### config.mk
export PLATFORM = sky130hd
export DESIGN_NAME = o_result_collector
export DESIGN_NICKNAME = d
export VERILOG_FILES = /design/src/rtl/o_collect_pkg.sv /design/src/rtl/o_ch_fifo.sv /design/src/rtl/o_result_collector.sv
export SDC_FILE = /design/constraint.sdc
export NUM_CORES = 2
export LEC_CHECK = 0
export ABC_AREA = 1
export BUFFER_PORTS_ARGS = -buffer_cell sky130_fd_sc_hd__buf_4
export CORE_MARGIN = 2
export CORE_UTILIZATION = 45
export CTS_CLUSTER_SIZE = 16
export DETAILED_ROUTE_END_ITERATION = 12
export PLACE_DENSITY_LB_ADDON = 0.05
export SYNTH_ARGS = -nofsm -noshare
export SYNTH_HDL_FRONTEND = slang
export SYNTH_SLANG_ARGS = --single-unit
### constraint.sdc
create_clock -name i_clk -period 6.07 [get_ports i_clk]
set_clock_uncertainty 0.15 [all_clocks]
set_input_delay 0.607 -clock i_clk [delete_from_list [all_inputs] [get_ports i_clk]]
set_output_delay 0.607 -clock i_clk [all_outputs]
set_load 0.05 [all_outputs]
### src/rtl/o_collect_pkg.sv
// Shared types, saturation bounds and the write-time word conversion
// used by the result collector and its channel FIFOs.
package o_collect_pkg;

  localparam int W_MAX_IN  = 64;
  localparam int W_MAX_OUT = 32;

  typedef enum logic {
    IDLE = 1'b0,
    HOLD = 1'b1
  } state_t;

  typedef logic signed [W_MAX_IN-1:0] wide_t;

  function automatic wide_t relu_hi(input int unsigned w);
    return (wide_t'(1) <<< w) - wide_t'(1);
  endfunction

  function automatic wide_t sat_hi(input int unsigned w);
    return (wide_t'(1) <<< (w - 1)) - wide_t'(1);
  endfunction

  function automatic wide_t sat_lo(input int unsigned w);
    return -(wide_t'(1) <<< (w - 1));
  endfunction

  // Clamp x into the range of a w-bit output word, unsigned or signed.
  function automatic logic [W_MAX_OUT-1:0] convert(
    input wide_t       x,
    input logic        relu,
    input int unsigned w
  );
    wide_t hi;
    wide_t lo;
    wide_t y;
    hi = relu ? relu_hi(w) : sat_hi(w);
    lo = relu ? '0 : sat_lo(w);
    if (x > hi)
      y = hi;
    else if (x < lo)
      y = lo;
    else
      y = x;
    return y[W_MAX_OUT-1:0];
  endfunction

endpackage

### src/rtl/o_ch_fifo.sv
// Per-channel result FIFO; a popped word keeps its slot reserved
// until the downstream handshake frees it.
module o_ch_fifo
  import o_collect_pkg::*;
#(
  parameter int W_OUT = 8,
  parameter int DEPTH = 16
) (
  input  logic             clk,
  input  logic             rst,
  input  logic             push,
  input  logic [W_OUT-1:0] din,
  input  logic             pop,
  input  logic             free,
  output logic             empty,
  output logic             full,
  output logic [W_OUT-1:0] data
);

  localparam int AW = $clog2(DEPTH);

  logic [W_OUT-1:0] mem [DEPTH];
  logic [AW-1:0]    wr_ptr;
  logic [AW-1:0]    rd_ptr;
  logic [AW:0]      used;
  logic [AW:0]      avail;

  assign empty = (avail == '0);
  assign full  = (used == (AW+1)'(DEPTH));
  assign data  = mem[rd_ptr];

  always_ff @(posedge clk) begin
    if (push)
      mem[wr_ptr] <= din;
  end

  always_ff @(posedge clk or posedge rst) begin
    if (rst) begin
      wr_ptr <= '0;
      rd_ptr <= '0;
      used   <= '0;
      avail  <= '0;
    end else begin
      if (push)
        wr_ptr <= wr_ptr + 1'b1;
      if (pop)
        rd_ptr <= rd_ptr + 1'b1;
      unique case ({push, free})
        2'b10:   used <= used + 1'b1;
        2'b01:   used <= used - 1'b1;
        default: used <= used;
      endcase
      unique case ({push, pop})
        2'b10:   avail <= avail + 1'b1;
        2'b01:   avail <= avail - 1'b1;
        default: avail <= avail;
      endcase
    end
  end

endmodule

### src/rtl/o_result_collector.sv
// Collects converted accumulator results from N_CH channels and
// serialises them round-robin onto one valid/ready output.
module o_result_collector
  import o_collect_pkg::*;
#(
  parameter int N_CH  = 9,
  parameter int W_IN  = 32,
  parameter int W_OUT = 8,
  parameter int DEPTH = 16
) (
  input  logic                     i_clk,
  input  logic                     i_rst,
  input  logic [N_CH*W_IN-1:0]     i_data,
  input  logic [N_CH-1:0]          i_valid,
  input  logic                     i_relu_en,
  input  logic                     i_clr_err,
  output logic [W_OUT-1:0]         o_data,
  output logic [$clog2(N_CH)-1:0]  o_ch_id,
  output logic                     o_valid,
  input  logic                     i_ready,
  output logic [N_CH-1:0]          o_overflow,
  output logic                     o_busy
);

  localparam int CW = $clog2(N_CH);

  state_t           state;
  state_t           state_nx;
  logic [CW-1:0]    rr;
  logic [CW-1:0]    sel;
  logic [CW-1:0]    out_ch;
  logic [W_OUT-1:0] out_data;
  logic [N_CH-1:0]  empty;
  logic [N_CH-1:0]  full;
  logic [N_CH-1:0]  push;
  logic [N_CH-1:0]  pop;
  logic [N_CH-1:0]  free;
  logic [N_CH-1:0]  drop;
  logic [N_CH-1:0]  ovf;
  logic [W_OUT-1:0] fifo_data [N_CH];
  logic             found;
  logic             hs;
  logic             load;

  for (genvar k = 0; k < N_CH; k++) begin : g_ch
    logic signed [W_IN-1:0] raw;
    logic [W_OUT-1:0]       cv;

    assign raw = i_data[k*W_IN +: W_IN];
    assign cv  = W_OUT'(convert(wide_t'(raw), i_relu_en, W_OUT));

    o_ch_fifo #(
      .W_OUT (W_OUT),
      .DEPTH (DEPTH)
    ) u_fifo (
      .clk   (i_clk),
      .rst   (i_rst),
      .push  (push[k]),
      .din   (cv),
      .pop   (pop[k]),
      .free  (free[k]),
      .empty (empty[k]),
      .full  (full[k]),
      .data  (fifo_data[k])
    );
  end

  assign hs = (state == HOLD) && i_ready;

  // First non-empty channel strictly after the last one served.
  always_comb begin : arb
    int j;
    j     = 0;
    found = 1'b0;
    sel   = '0;
    for (int i = 1; i <= N_CH; i++) begin
      j = int'(rr) + i;
      if (j >= N_CH)
        j = j - N_CH;
      if (!found && !empty[j]) begin
        found = 1'b1;
        sel   = CW'(j);
      end
    end
  end

  assign load = found && ((state == IDLE) || hs);

  always_comb begin
    state_nx = state;
    free     = '0;
    pop      = '0;
    if (hs)
      free[out_ch] = 1'b1;
    if (load)
      pop[sel] = 1'b1;
    unique case (state)
      IDLE: if (found) state_nx = HOLD;
      HOLD: if (i_ready && !found) state_nx = IDLE;
      default: state_nx = IDLE;
    endcase
  end

  assign push = i_valid & (~full | free);
  assign drop = i_valid & full & ~free;

  always_ff @(posedge i_clk or posedge i_rst) begin
    if (i_rst) begin
      state    <= IDLE;
      rr       <= CW'(N_CH - 1);
      out_data <= '0;
      out_ch   <= '0;
      ovf      <= '0;
    end else begin
      state <= state_nx;
      if (load) begin
        out_data <= fifo_data[sel];
        out_ch   <= sel;
        rr       <= sel;
      end
      ovf <= i_clr_err ? drop : (ovf | drop);
    end
  end

  assign o_data     = out_data;
  assign o_ch_id    = out_ch;
  assign o_valid    = (state == HOLD);
  assign o_overflow = ovf;
  assign o_busy     = (state == HOLD) || !(&empty);

endmodule

==> flow_results.xml <==
<?xml version="1.0" encoding="UTF-8"?>
<metrics>
  <group name="outcome">
    <metric name="status" unit="">completed</metric>
  </group>
  <group name="yosys">
    <metric name="netlist_area_pre_place" unit="mm2">0.0654</metric>
    <metric name="synthFlopType" unit="">sky130_fd_sc_hd__edfxtp_1</metric>
    <metric name="yosysWarningCount" unit="">0</metric>
    <metric name="yosysSeqAreaShare" unit="%">60.0</metric>
    <metric name="synthesis.area_per_instance" unit="um2">10.6</metric>
    <metric name="ys_async_sr_fraction" unit="%">13.8</metric>
    <metric name="synth-edff-count" unit="">1152</metric>
    <metric name="yosys_reg_bits" unit="">1337</metric>
    <metric name="post_synth_inst_count" unit="">6144</metric>
    <metric name="synth.lib_cells_used.distinct" unit="">64</metric>
    <metric name="syn_nets" unit="">6836</metric>
  </group>
  <group name="cts">
    <metric name="clk_path_buf_depth" unit="">3</metric>
    <metric name="post_cts_buffers" unit="">0</metric>
    <metric name="cts_inserted_buffers" unit="">147</metric>
    <metric name="tritoncts" unit="">done</metric>
    <metric name="number_of_clock_sinks" unit="">1337</metric>
    <metric name="h_tree_depth" unit="">4</metric>
    <metric name="clk_pin_slew_worst_paths" unit="ps">60</metric>
    <metric name="ctsRootBufferMaster" unit="">sky130_fd_sc_hd__clkbuf_16</metric>
    <metric name="clock_latency_on_the_worst_skew_pair" unit="ps">770</metric>
  </group>
  <group name="global_route">
    <metric name="vias_in_the_first_global_route" unit="">45500</metric>
    <metric name="number_of_antenna_violations_at_the_first_check_in_global_routing" unit="">2</metric>
    <metric name="grt_pass1_wl" unit="mm">273</metric>
    <metric name="grt_overflow_total" unit="">0</metric>
    <metric name="globalRouteTotalUtil" unit="%">24.0</metric>
    <metric name="grt_max_degree" unit="">101</metric>
  </group>
  <group name="pwr">
    <metric name="worst_ir_drop_vdd" unit="uV">506</metric>
    <metric name="power_per_cell_area" unit="mW/mm2">515</metric>
    <metric name="total_power" unit="mW">38.9</metric>
    <metric name="p_leak" unit="nW">29.3</metric>
  </group>
  <group name="floorplan">
    <metric name="chipHeight" unit="um">385</metric>
    <metric name="rows" unit="">139</metric>
    <metric name="pin_count" unit="">325</metric>
    <metric name="floorplan.die_area" unit="mm2">0.148</metric>
    <metric name="starting_density" unit="%">45.4</metric>
    <metric name="die_w" unit="um">385</metric>
    <metric name="core_area" unit="mm2">0.144</metric>
  </group>
  <group name="setup_path">
    <metric name="timing.critical_path.buf_inv" unit="">3</metric>
    <metric name="cp-endpoint" unit="">g_ch[8].u_fifo.avail[4]</metric>
    <metric name="setup.worst_path.start_class" unit="">flip-flop</metric>
    <metric name="criticalPathCategory" unit="">flip-flop to flip-flop</metric>
    <metric name="worst_ep_arrival_time" unit="ps">6090</metric>
    <metric name="critical-path-top-delay-family" unit="">simple AND/OR/NAND/NOR gates</metric>
    <metric name="critical_path.reg2reg.endpoint" unit="">g_ch[8].u_fifo.avail[4]</metric>
    <metric name="setup.worst_path.end_class" unit="">flip-flop</metric>
    <metric name="setup.reg_to_reg.worst_slack" unit="ps">520</metric>
    <metric name="critical_path_required" unit="ps">6610</metric>
    <metric name="worstReg2RegStart" unit="">rr[3]</metric>
    <metric name="critical_path.startpoint" unit="">rr[3]</metric>
    <metric name="slowest_stage" unit="">sky130_fd_sc_hd__dfstp_2</metric>
    <metric name="rr_worst_depth" unit="">28</metric>
    <metric name="slowest_stage_delay_cp" unit="ps">700</metric>
    <metric name="path_depth" unit="">28</metric>
    <metric name="critPathMaxFanout" unit="">13</metric>
    <metric name="crit_top_cell" unit="">sky130_fd_sc_hd__nand2_2</metric>
  </group>
  <group name="placement">
    <metric name="place.port_buffers" unit="">324</metric>
    <metric name="gp_routability_congestion" unit="">0.928</metric>
    <metric name="place.detailed.hpwl" unit="mm">121</metric>
  </group>
  <group name="sta">
    <metric name="max-slew-margin-rel" unit="%">14.9</metric>
    <metric name="final_hold_viol_count" unit="">0</metric>
    <metric name="finalWorstPathRequiredPeriod" unit="ps">5550</metric>
    <metric name="period_share" unit="%">91.4</metric>
    <metric name="totalNegativeSetupSlack" unit="ps">0</metric>
    <metric name="slew_violations" unit="">0</metric>
    <metric name="grt_setup_unrepaired" unit="">false</metric>
    <metric name="report.final.setup_viol" unit="">0</metric>
    <metric name="timing_worst_slew_pin_value" unit="ps">1270</metric>
    <metric name="fmax" unit="GHz">0.180</metric>
  </group>
  <group name="route">
    <metric name="drt-initial-drc-count" unit="">3912</metric>
    <metric name="vias_per_cell" unit="">5.54</metric>
    <metric name="wl_per_cell" unit="um">20.9</metric>
    <metric name="total_length_of_routed_wires" unit="mm">179</metric>
    <metric name="route.detailed.drc" unit="">0</metric>
    <metric name="num_vias" unit="">47500</metric>
    <metric name="detailedRoute.firstPassIterationCount" unit="">6</metric>
    <metric name="postRouteAntennaNets" unit="">0</metric>
  </group>
  <group name="job">
    <metric name="max_cap_viols" unit="">0</metric>
  </group>
  <group name="cells_and_area">
    <metric name="layout.cells.most_common" unit="">sky130_fd_sc_hd__edfxtp_1</metric>
    <metric name="layout-drive-gt1-share" unit="%">12.1</metric>
    <metric name="antenna_cells_inserted" unit="">0</metric>
    <metric name="num-nets-final" unit="">7245</metric>
    <metric name="area_growth_syn_to_layout" unit="%">15.6</metric>
    <metric name="final_cell_mix" unit="">sky130_fd_sc_hd__edfxtp_1 (1,152), sky130_fd_sc_hd__nand2_1 (987), sky130_fd_sc_hd__nor2_1 (666)</metric>
  </group>
  <group name="worst_hold_path">
    <metric name="min_path_type" unit="">input pin to flip-flop</metric>
    <metric name="timing.hold.worst_path_depth" unit="">2</metric>
  </group>
</metrics>
-- worst min path at each step --
stage / start / endpoint / slack, ps
after global placement: g_ch[0].u_fifo.avail[4] / g_ch[0].u_fifo.avail[4] / 310
after floorplan: g_ch[2].u_fifo.used[4] / g_ch[2].u_fifo.used[4] / 290
after global routing: i_clr_err / o_overflow[4] / 110
final: i_clr_err / o_overflow[0] / 120
after detailed placement: g_ch[0].u_fifo.avail[4] / g_ch[0].u_fifo.avail[4] / 310
after CTS: i_clr_err / o_overflow[0] / 70
-- worst register-to-register path: cells and delay by family, from the launching register on --
family          cells  cell delay (ps)
flops               1              700
compound gates      2              260
buf+inv             3              360
fa+ha+maj           3             1070
xor+xnor            1              150
simple gates       19             2790
-- cell families (layout without fill, tap and decap cells) --
family	count (synthesis)	in the layout	share of synthesized area [%]
compound gates	1408	1408	12.4
xor+xnor	109	109	1.47
fa+ha+maj	390	390	7.66
buf+inv	708	1235	4.13
flops	1337	1337	60.0
simple gates	2192	2192	14.4
-- sequential cells by signal, indices dropped and copies added (netlist names) --
register,cells
o_valid,1
g_ch.u_fifo.wr_ptr,36
g_ch.u_fifo.mem,1152
rr,4
g_ch.u_fifo.rd_ptr,36
o_overflow,9
o_data,8
g_ch.u_fifo.used,45
o_ch_id,1
g_ch.u_fifo.avail,45
-- cells in the mapped netlist (all sizes together), types with 49 or more instances --
| cell | instances | area (um2) |
|---|---|---|
| edfxtp | 1152 | 34600 |
| nand2 | 1016 | 3910 |
| o21ai | 715 | 3590 |
| nor2 | 682 | 2650 |
| inv | 479 | 1800 |
| ha | 373 | 4670 |
| a21oi | 330 | 1650 |
| nand3 | 220 | 1160 |
| clkbuf | 200 | 751 |
| dfrtp | 184 | 4600 |
| nand4 | 116 | 738 |
| o22ai | 106 | 663 |
| xor2 | 87 | 769 |
| o221ai | 83 | 727 |
| nor4 | 82 | 513 |
| a221oi | 51 | 447 |
| nor3 | 49 | 272 |
-- where the power goes --
part	internal [mW]	switching, mW	leakage [nW]	total [mW]
sequential	11.5	1.01	12.5	12.6
clock	5.48	3.68	2.40	9.16
combinational	4.97	12.2	14.4	17.2
total	22.0	16.9	29.3	38.9
-- per-stage QoR --
stage	hold slack [ps]	std cells	util, %	setup slack, ps	area, um2
finish	118	8574	52.5	521	75600
detailed placement	307	8297	49.0	279	70500
global route	109	8574	52.5	25.7	75600
floorplan	292	6144	-	286	65400
CTS	73.4	8574	52.5	275	75600
global placement	307	8297	49.0	551	70500
-- per-layer routing --
metal  GRT usage [%]  share of wire, %  vias up
met5               0            0.0039        -
met4            6.87               2.4        2
met3            2.89               4.9      250
met2            38.1                47     1227
met1            34.7                46    23100
li1                -                 -    22900
-- layout make-up --
type	instances	area [um2]
Inverter	486	1840
Sequential cell	1337	39200
Fill cell	12900	68400
Clock inverter	69	870
Timing Repair Buffer	482	3670
Multi-Input combinational cell	4099	23500
Clock buffer	198	4070
Tap cell	1903	2380
-- what timing repair did --
item / 4_1_cts / 5_1_grt
hold buffers: 10 / 0
hold endpoints to repair: 102 / 0
resized for setup: 0 / 7
endpoints found under the setup margin: 0 / 10
Note: power is estimated with default switching activity, not from simulation.
